`src/rtl/alu_core_seq.sv`:
```
`default_nettype none
// =============================================================================
// Module  : alu_core_seq
// Brief   : 4-bit pushbutton ALU with synchronised keys and a shift-add MUL
//           (MUL and MUL_RUN exist only when ALU_MUL_EN is defined).
// Revision: 1.0 - initial release
// =============================================================================
module alu_core_seq #(
  parameter int SYNC_STAGES = 2
) (
  input  logic       clk,
  input  logic       rst_n,
  input  logic [3:0] sw_a,
  input  logic [3:0] sw_b,
  input  logic [2:0] op,
  input  logic       key_load_a,
  input  logic       key_load_b,
  input  logic       key_exec,
  output logic [3:0] aluout,
  output logic [3:0] aluout_hi,
  output logic       carry,
  output logic       zero,
  output logic       err,
  output logic       busy,
  output logic       done
);

  localparam int C_NUM_KEYS = 3;

`ifdef ALU_MUL_EN
  typedef enum logic [1:0] {
    S_IDLE = 2'd0, S_EXEC = 2'd1, S_MUL_RUN = 2'd2, S_DONE = 2'd3
  } state_t;
`else
  typedef enum logic [1:0] {
    S_IDLE = 2'd0, S_EXEC = 2'd1, S_DONE = 2'd3
  } state_t;
`endif

  state_t                r_state;
  logic [3:0]            r_a, r_b;
  logic [2:0]            r_op;
  logic [SYNC_STAGES-1:0] r_fill;
  logic [C_NUM_KEYS-1:0] w_key_raw, w_key_pulse;
  logic                  w_filled, w_load_a, w_load_b, w_exec;
  logic [4:0]            w_res;

  assign w_key_raw = {key_exec, key_load_b, key_load_a};
  assign w_filled  = r_fill[SYNC_STAGES-1];

  // Marks when the synchroniser outputs hold real samples instead of reset ones.
  always_ff @(posedge clk or negedge rst_n) begin
    if (!rst_n) r_fill <= '0;
    else        r_fill <= {r_fill[SYNC_STAGES-2:0], 1'b1};
  end

  for (genvar gi = 0; gi < C_NUM_KEYS; gi++) begin : g_key
    logic [SYNC_STAGES-1:0] r_sync;
    logic                   r_prev, r_arm;

    // A key only arms after it has been seen released, so a key held through reset stays quiet.
    always_ff @(posedge clk or negedge rst_n) begin
      if (!rst_n) begin
        r_sync <= '1;
        r_prev <= 1'b1;
        r_arm  <= 1'b0;
      end else begin
        r_sync <= {r_sync[SYNC_STAGES-2:0], w_key_raw[gi]};
        r_prev <= r_sync[SYNC_STAGES-1];
        if (w_filled && r_sync[SYNC_STAGES-1]) r_arm <= 1'b1;
      end
    end

    assign w_key_pulse[gi] = r_arm & r_prev & ~r_sync[SYNC_STAGES-1];
  end

  assign w_load_a = w_key_pulse[0];
  assign w_load_b = w_key_pulse[1];
  assign w_exec   = w_key_pulse[2];

  always_comb begin
    w_res = 5'd0;
    case (r_op)
      3'b000:  w_res = {1'b0, r_a} + {1'b0, r_b};
      3'b001:  w_res = {(r_a < r_b), r_a - r_b};
      3'b010:  w_res = {1'b0, r_a & r_b};
      3'b011:  w_res = {1'b0, r_a | r_b};
      3'b100:  w_res = {1'b0, r_a ^ r_b};
      3'b101:  w_res = {1'b0, ~r_a};
      3'b110:  w_res = {r_a[3], r_a[2:0], 1'b0};
      default: w_res = 5'd0;
    endcase
  end

`ifdef ALU_MUL_EN
  logic [7:0] r_acc, r_mcand, w_acc_next;
  logic [3:0] r_mplier;
  logic [1:0] r_cnt;
  assign w_acc_next = r_mplier[0] ? r_acc + r_mcand : r_acc;
`endif

  always_ff @(posedge clk or negedge rst_n) begin
    if (!rst_n) begin
      r_state   <= S_IDLE;
      r_a       <= 4'd0;
      r_b       <= 4'd0;
      r_op      <= 3'd0;
      aluout    <= 4'd0;
      aluout_hi <= 4'd0;
      carry     <= 1'b0;
      zero      <= 1'b1;
      err       <= 1'b0;
      busy      <= 1'b0;
      done      <= 1'b0;
`ifdef ALU_MUL_EN
      r_acc     <= 8'd0;
      r_mcand   <= 8'd0;
      r_mplier  <= 4'd0;
      r_cnt     <= 2'd0;
`endif
    end else begin
      case (r_state)
        S_IDLE, S_DONE: begin
          if (w_load_a) r_a <= sw_a;
          if (w_load_b) r_b <= sw_b;
          // A load in the same cycle wins over exec.
          if (w_exec && !w_load_a && !w_load_b) begin
            r_op <= op;
            done <= 1'b0;
            err  <= 1'b0;
            busy <= 1'b1;
`ifdef ALU_MUL_EN
            if (op == 3'b111) begin
              r_state  <= S_MUL_RUN;
              r_acc    <= 8'd0;
              r_mcand  <= {4'd0, r_a};
              r_mplier <= r_b;
              r_cnt    <= 2'd0;
            end else begin
              r_state <= S_EXEC;
            end
`else
            r_state <= S_EXEC;
`endif
          end
        end
        S_EXEC: begin
          aluout    <= w_res[3:0];
          aluout_hi <= 4'd0;
          carry     <= w_res[4];
          zero      <= (w_res[3:0] == 4'd0);
`ifndef ALU_MUL_EN
          err       <= (r_op == 3'b111);
`endif
          busy      <= 1'b0;
          done      <= 1'b1;
          r_state   <= S_DONE;
        end
`ifdef ALU_MUL_EN
        S_MUL_RUN: begin
          r_acc    <= w_acc_next;
          r_mcand  <= r_mcand << 1;
          r_mplier <= r_mplier >> 1;
          r_cnt    <= r_cnt + 2'd1;
          if (r_cnt == 2'd3) begin
            {aluout_hi, aluout} <= w_acc_next;
            carry   <= 1'b0;
            zero    <= (w_acc_next == 8'd0);
            busy    <= 1'b0;
            done    <= 1'b1;
            r_state <= S_DONE;
          end
        end
`endif
        default: r_state <= S_IDLE;
      endcase
    end
  end

endmodule
`default_nettype wire

```
`config.mk`:
```
export PLATFORM = sky130hd
export DESIGN_NAME = alu_core_seq
export DESIGN_NICKNAME = d
export VERILOG_FILES = /design/src/rtl/alu_core_seq.sv
export SDC_FILE = /design/constraint.sdc
export NUM_CORES = 1
export LEC_CHECK = 0
export CORE_MARGIN = 1
export CORE_UTILIZATION = 25
export CTS_BUF_LIST = sky130_fd_sc_hd__clkbuf_8
export DETAILED_ROUTE_END_ITERATION = 6
export PLACE_DENSITY = 0.46
export SLEW_MARGIN = 20
export SYNTH_ARGS = -nofsm -noshare
export SYNTH_HDL_FRONTEND = slang
export SYNTH_SLANG_ARGS = --single-unit
```
`constraint.sdc`:
```
create_clock -name clk -period 2 [get_ports clk]
set_clock_uncertainty 0.2 [all_clocks]
set_input_delay 0.4 -clock clk [delete_from_list [all_inputs] [get_ports clk]]
set_output_delay 0.4 -clock clk [all_outputs]
set_load 0.03 [all_outputs]
```
==> results.toml <==
[critical_path]
cp-end-kind = "flop"
arrival_ns = 2.09
crit_slowest_cell = "fa_2"
r2r_slack_ns = -0.07
critPathMaxFanout = 4
slowest_delay_ns = 0.42
cp.required_ns = 2.02
crit_chain = "ha_2 -> inv_2 -> fa_2 -> nor3_2 -> a21oi_1 -> o221a_2 -> a41o_1"
critPathLaunchType = "flop"
critical_path_class = "reg2reg"

[clock_tree]
clock-sinks = 36
cts_max_level = 2
clk_latency_ns = 0.30
cts_buffers = 5
clk_pin_slew_ns = 0.08
cts_root_buf = "clkbuf_8"
tritoncts = "yes"
cts_buffer_depth = 2

[grt]
grt_usage_pct = 10.5
grt_max_degree = 25
grt_pass1_wl_mm = 6.27
antenna_found_initial = 0
grt_pass1_vias = 1290
overflow = 0

[floorplanning]
die_h_um = 89.2
num_io_pins = 29
die_w_um = 89.2
start_util_pct = 26.1
die-area_mm2 = 0.00795
row_count = 31
coreArea_mm2 = 0.00729

[power]
power.internal_mw = 2.37
powerDensity_mw_per_mm2 = 1650
power.leakage_nw = 1.08
comb_power_share_pct = 58.4
pwr-share-clk_pct = 12.9
netSwitchingFraction_pct = 42.3
ir_worst_vdd_mv = 0.404
seqPwrFrac_pct = 28.6
power.switching_mw = 1.74

[placed_design]
portBuffers = 24
hpwlAfterDp_mm = 2.88
place_inst = 303
gp_congestion = 0.771

[sta]
finalSetupViolCount = 2
max-slew-margin-rel_pct = 65.2
max_clock_freq_mhz = 483
tns_ns = -0.0799
worstMarginPinSlew_ns = 0.522
report.final.slew_viol_count = 0
finalWorstSetupSlack_ns = -0.0701
rsz0062_at_grt = "true"
post-route-period-util_pct = 104
finalHoldViolCount = 0
final.min_clock_period_ns = 2.07

[run]
maxCapViolCount = 0

[drt]
drt-wirelength-per-cell_um = 11.9
drcViolationCount = 0
vias_per_cell = 4.27
drt_iter0_drc = 83
via_count = 1335
ant_nets = 0
drt-total-wl_mm = 3.72
drtPass1Iterations = 3

[logic_synthesis]
synth_mux_area_share_pct = 9.48
synth_area_mm2 = 0.00190
synth_top_family_by_area = "compound AO/OA/AOI/OAI gates"
synth_cells = 172
synth_edf_count = 0
synthAdderAreaFrac_pct = 11.3
synth-async-reset-ratio_pct = 100
synth_compound_area_share_pct = 13.5
synth_seq_area_share_pct = 48.1
synthXorXnorAreaFrac_pct = 1.84
ys.flop_type = "dfrtp_1"
synth-warning-count = 0
ys_ff_latch = 36
synth_cell_type_count = 45
synth-simple-area-share_pct = 8.82
synth.avg_cell_area_um2 = 11.0

[cells_and_area]
fin_nets = 245
area_growth_syn_to_layout_pct = 31.0
insertedDiodeCount = 0
instances_no_fill = 313
nFillCells = 783
drive_gt1_share_pct = 29.9

[outcome]
violations = "negative setup slack"
status = "complete, but fails checks"

[worst_hold_path]
hold_class = "reg2reg"
[power by group through the flow]
stage	Clock [mW]	Combinational, mW	Sequential, mW
floorplan	0	1.48	1.27
CTS	0.560	2.26	1.18
detailed placement	0	2.24	1.19
finish	0.531	2.40	1.17
global placement	0	2.26	1.18
global route	0.596	2.66	1.22
[cells in the mapped netlist, types with 3 or more instances]
| cell | number | area, um^2 |
|---|---|---|
| nor2_1 | 11 | 41.3 |
| buf_4 | 4 | 30.0 |
| o21ai_1 | 3 | 15.0 |
| buf_2 | 4 | 20.0 |
| nand3_1 | 3 | 15.0 |
| mux2_2 | 8 | 90.1 |
| dfstp_2 | 10 | 263 |
| dfrtp_1 | 26 | 651 |
| nand2b_1 | 3 | 18.8 |
| a21oi_1 | 8 | 40.0 |
| a21o_1 | 4 | 30.0 |
| inv_1 | 15 | 56.3 |
| ha_1 | 14 | 175 |
| o21ai_0 | 4 | 20.0 |
| nor3_1 | 3 | 15.0 |
| nand2_1 | 11 | 41.3 |
| mux2i_1 | 3 | 30.0 |
| mux2_1 | 4 | 45.0 |
[per-layer routing]
layer | vias up | GRT usage (%) | share of wire [%]
li1 | 660 | - | -
met1 | 645 | 13.9 | 48
met2 | 26 | 16.4 | 46
met3 | 4 | 2.77 | 4.5
met4 | 0 | 3.90 | 1.2
met5 | - | 0 | 0
[worst max-delay path, delay by kind of cell, from the launching register on]
| kind | cells | cell delay (ns) |
|---|---|---|
| AOI/OAI and AO/OA | 3 | 0.54 |
| adders and majority gates | 2 | 0.62 |
| buffers and inverters | 1 | 0.06 |
| DFF | 1 | 0.41 |
| and+or+nand+nor | 1 | 0.15 |
[layout make-up]
cell class                      instances  area (um^2)  area share, %
Sequential cell                        36          915           36.7
Tap cell                               99          124           4.97
Timing Repair Buffer                   41          368           14.8
Multi-Input combinational cell        113          931           37.4
Clock inverter                          3         23.8          0.955
Inverter                               16         60.1           2.41
Clock buffer                            5         68.8           2.76
[path summary, 6_finish.rpt]
| path | end | from | cells after the start |
|---|---|---|---|
| worst max-delay path | zero$_DFFE_PN1P_ | r_a[0]$_DFFE_PN0P_ | 7 |
| worst min-delay path | r_fill[1]$_DFF_PN0_ | r_fill[0]$_DFF_PN0_ | 0 |
| worst max register to register | zero$_DFFE_PN1P_ | r_a[0]$_DFFE_PN0P_ | 7 |
| worst min register to register | r_fill[1]$_DFF_PN0_ | r_fill[0]$_DFF_PN0_ | 0 |
| max in group asynchronous | zero$_DFFE_PN1P_ | rst_n | 3 |
| min in group asynchronous | carry$_DFFE_PN0P_ | rst_n | 2 |
[placed cells by master, fill, tap and decap left out, drive strengths merged, types with 2 or more instances in the layout]
master,instances
a21o,4
a21oi,8
a221oi,2
and3b,2
buf,17
clkbuf,5
clkdlybuf4s50,22
clkinvlp,2
conb,5
dfrtp,26
dfstp,10
fa,2
ha,14
inv,16
mux2,13
mux2i,3
nand2,11
nand2b,3
nand3,3
nor2,11
nor3,3
o211ai,3
o21ai,7
o31ai,2
xnor2,2
xor2,2
[flip-flops by register name, indices dropped and copies added (netlist names), 2 cells and up]
register      cells
r_fill            2
g_key.r_sync      6
r_state           2
r_a               4
aluout            4
r_op              3
g_key.r_prev      3
r_b               4
g_key.r_arm       3
[kinds of logic (layout without fill, tap and decap cells)]
family | Yosys count | in the layout
other | 2 | 5
adders and majority gates | 16 | 16
muxes | 16 | 16
and+or+nand+nor | 36 | 36
xor gates and xnor gates | 4 | 4
DFF | 36 | 36
buffers and inverters | 26 | 65
AOI/OAI and AO/OA | 36 | 36
[what timing repair did]
item / CTS / global route
setup buffers: 0 / 1
hold buffers: 1 / 0
setup endpoints to repair: 5 / 12
endpoints found under the hold margin: 13 / 0
pin swaps: 2 / 7
resized for setup: 3 / 13
[through the flow]
step	hold slack [ns]	util [%]	total power [mW]	cell area (um^2)	setup slack [ns]
global placement	0.132	31.9	3.44	2330	-0.0595
CTS	0.156	33.3	4.00	2430	-0.0990
detailed placement	0.136	31.9	3.43	2330	-0.0970
floorplan	-0.0956	-	2.75	1920	0.0275
finish	0.152	34.1	4.10	2490	-0.0701
global route	0.168	34.1	4.48	2490	-0.186
No activity file was read; power rests on OpenSTA's default activity.
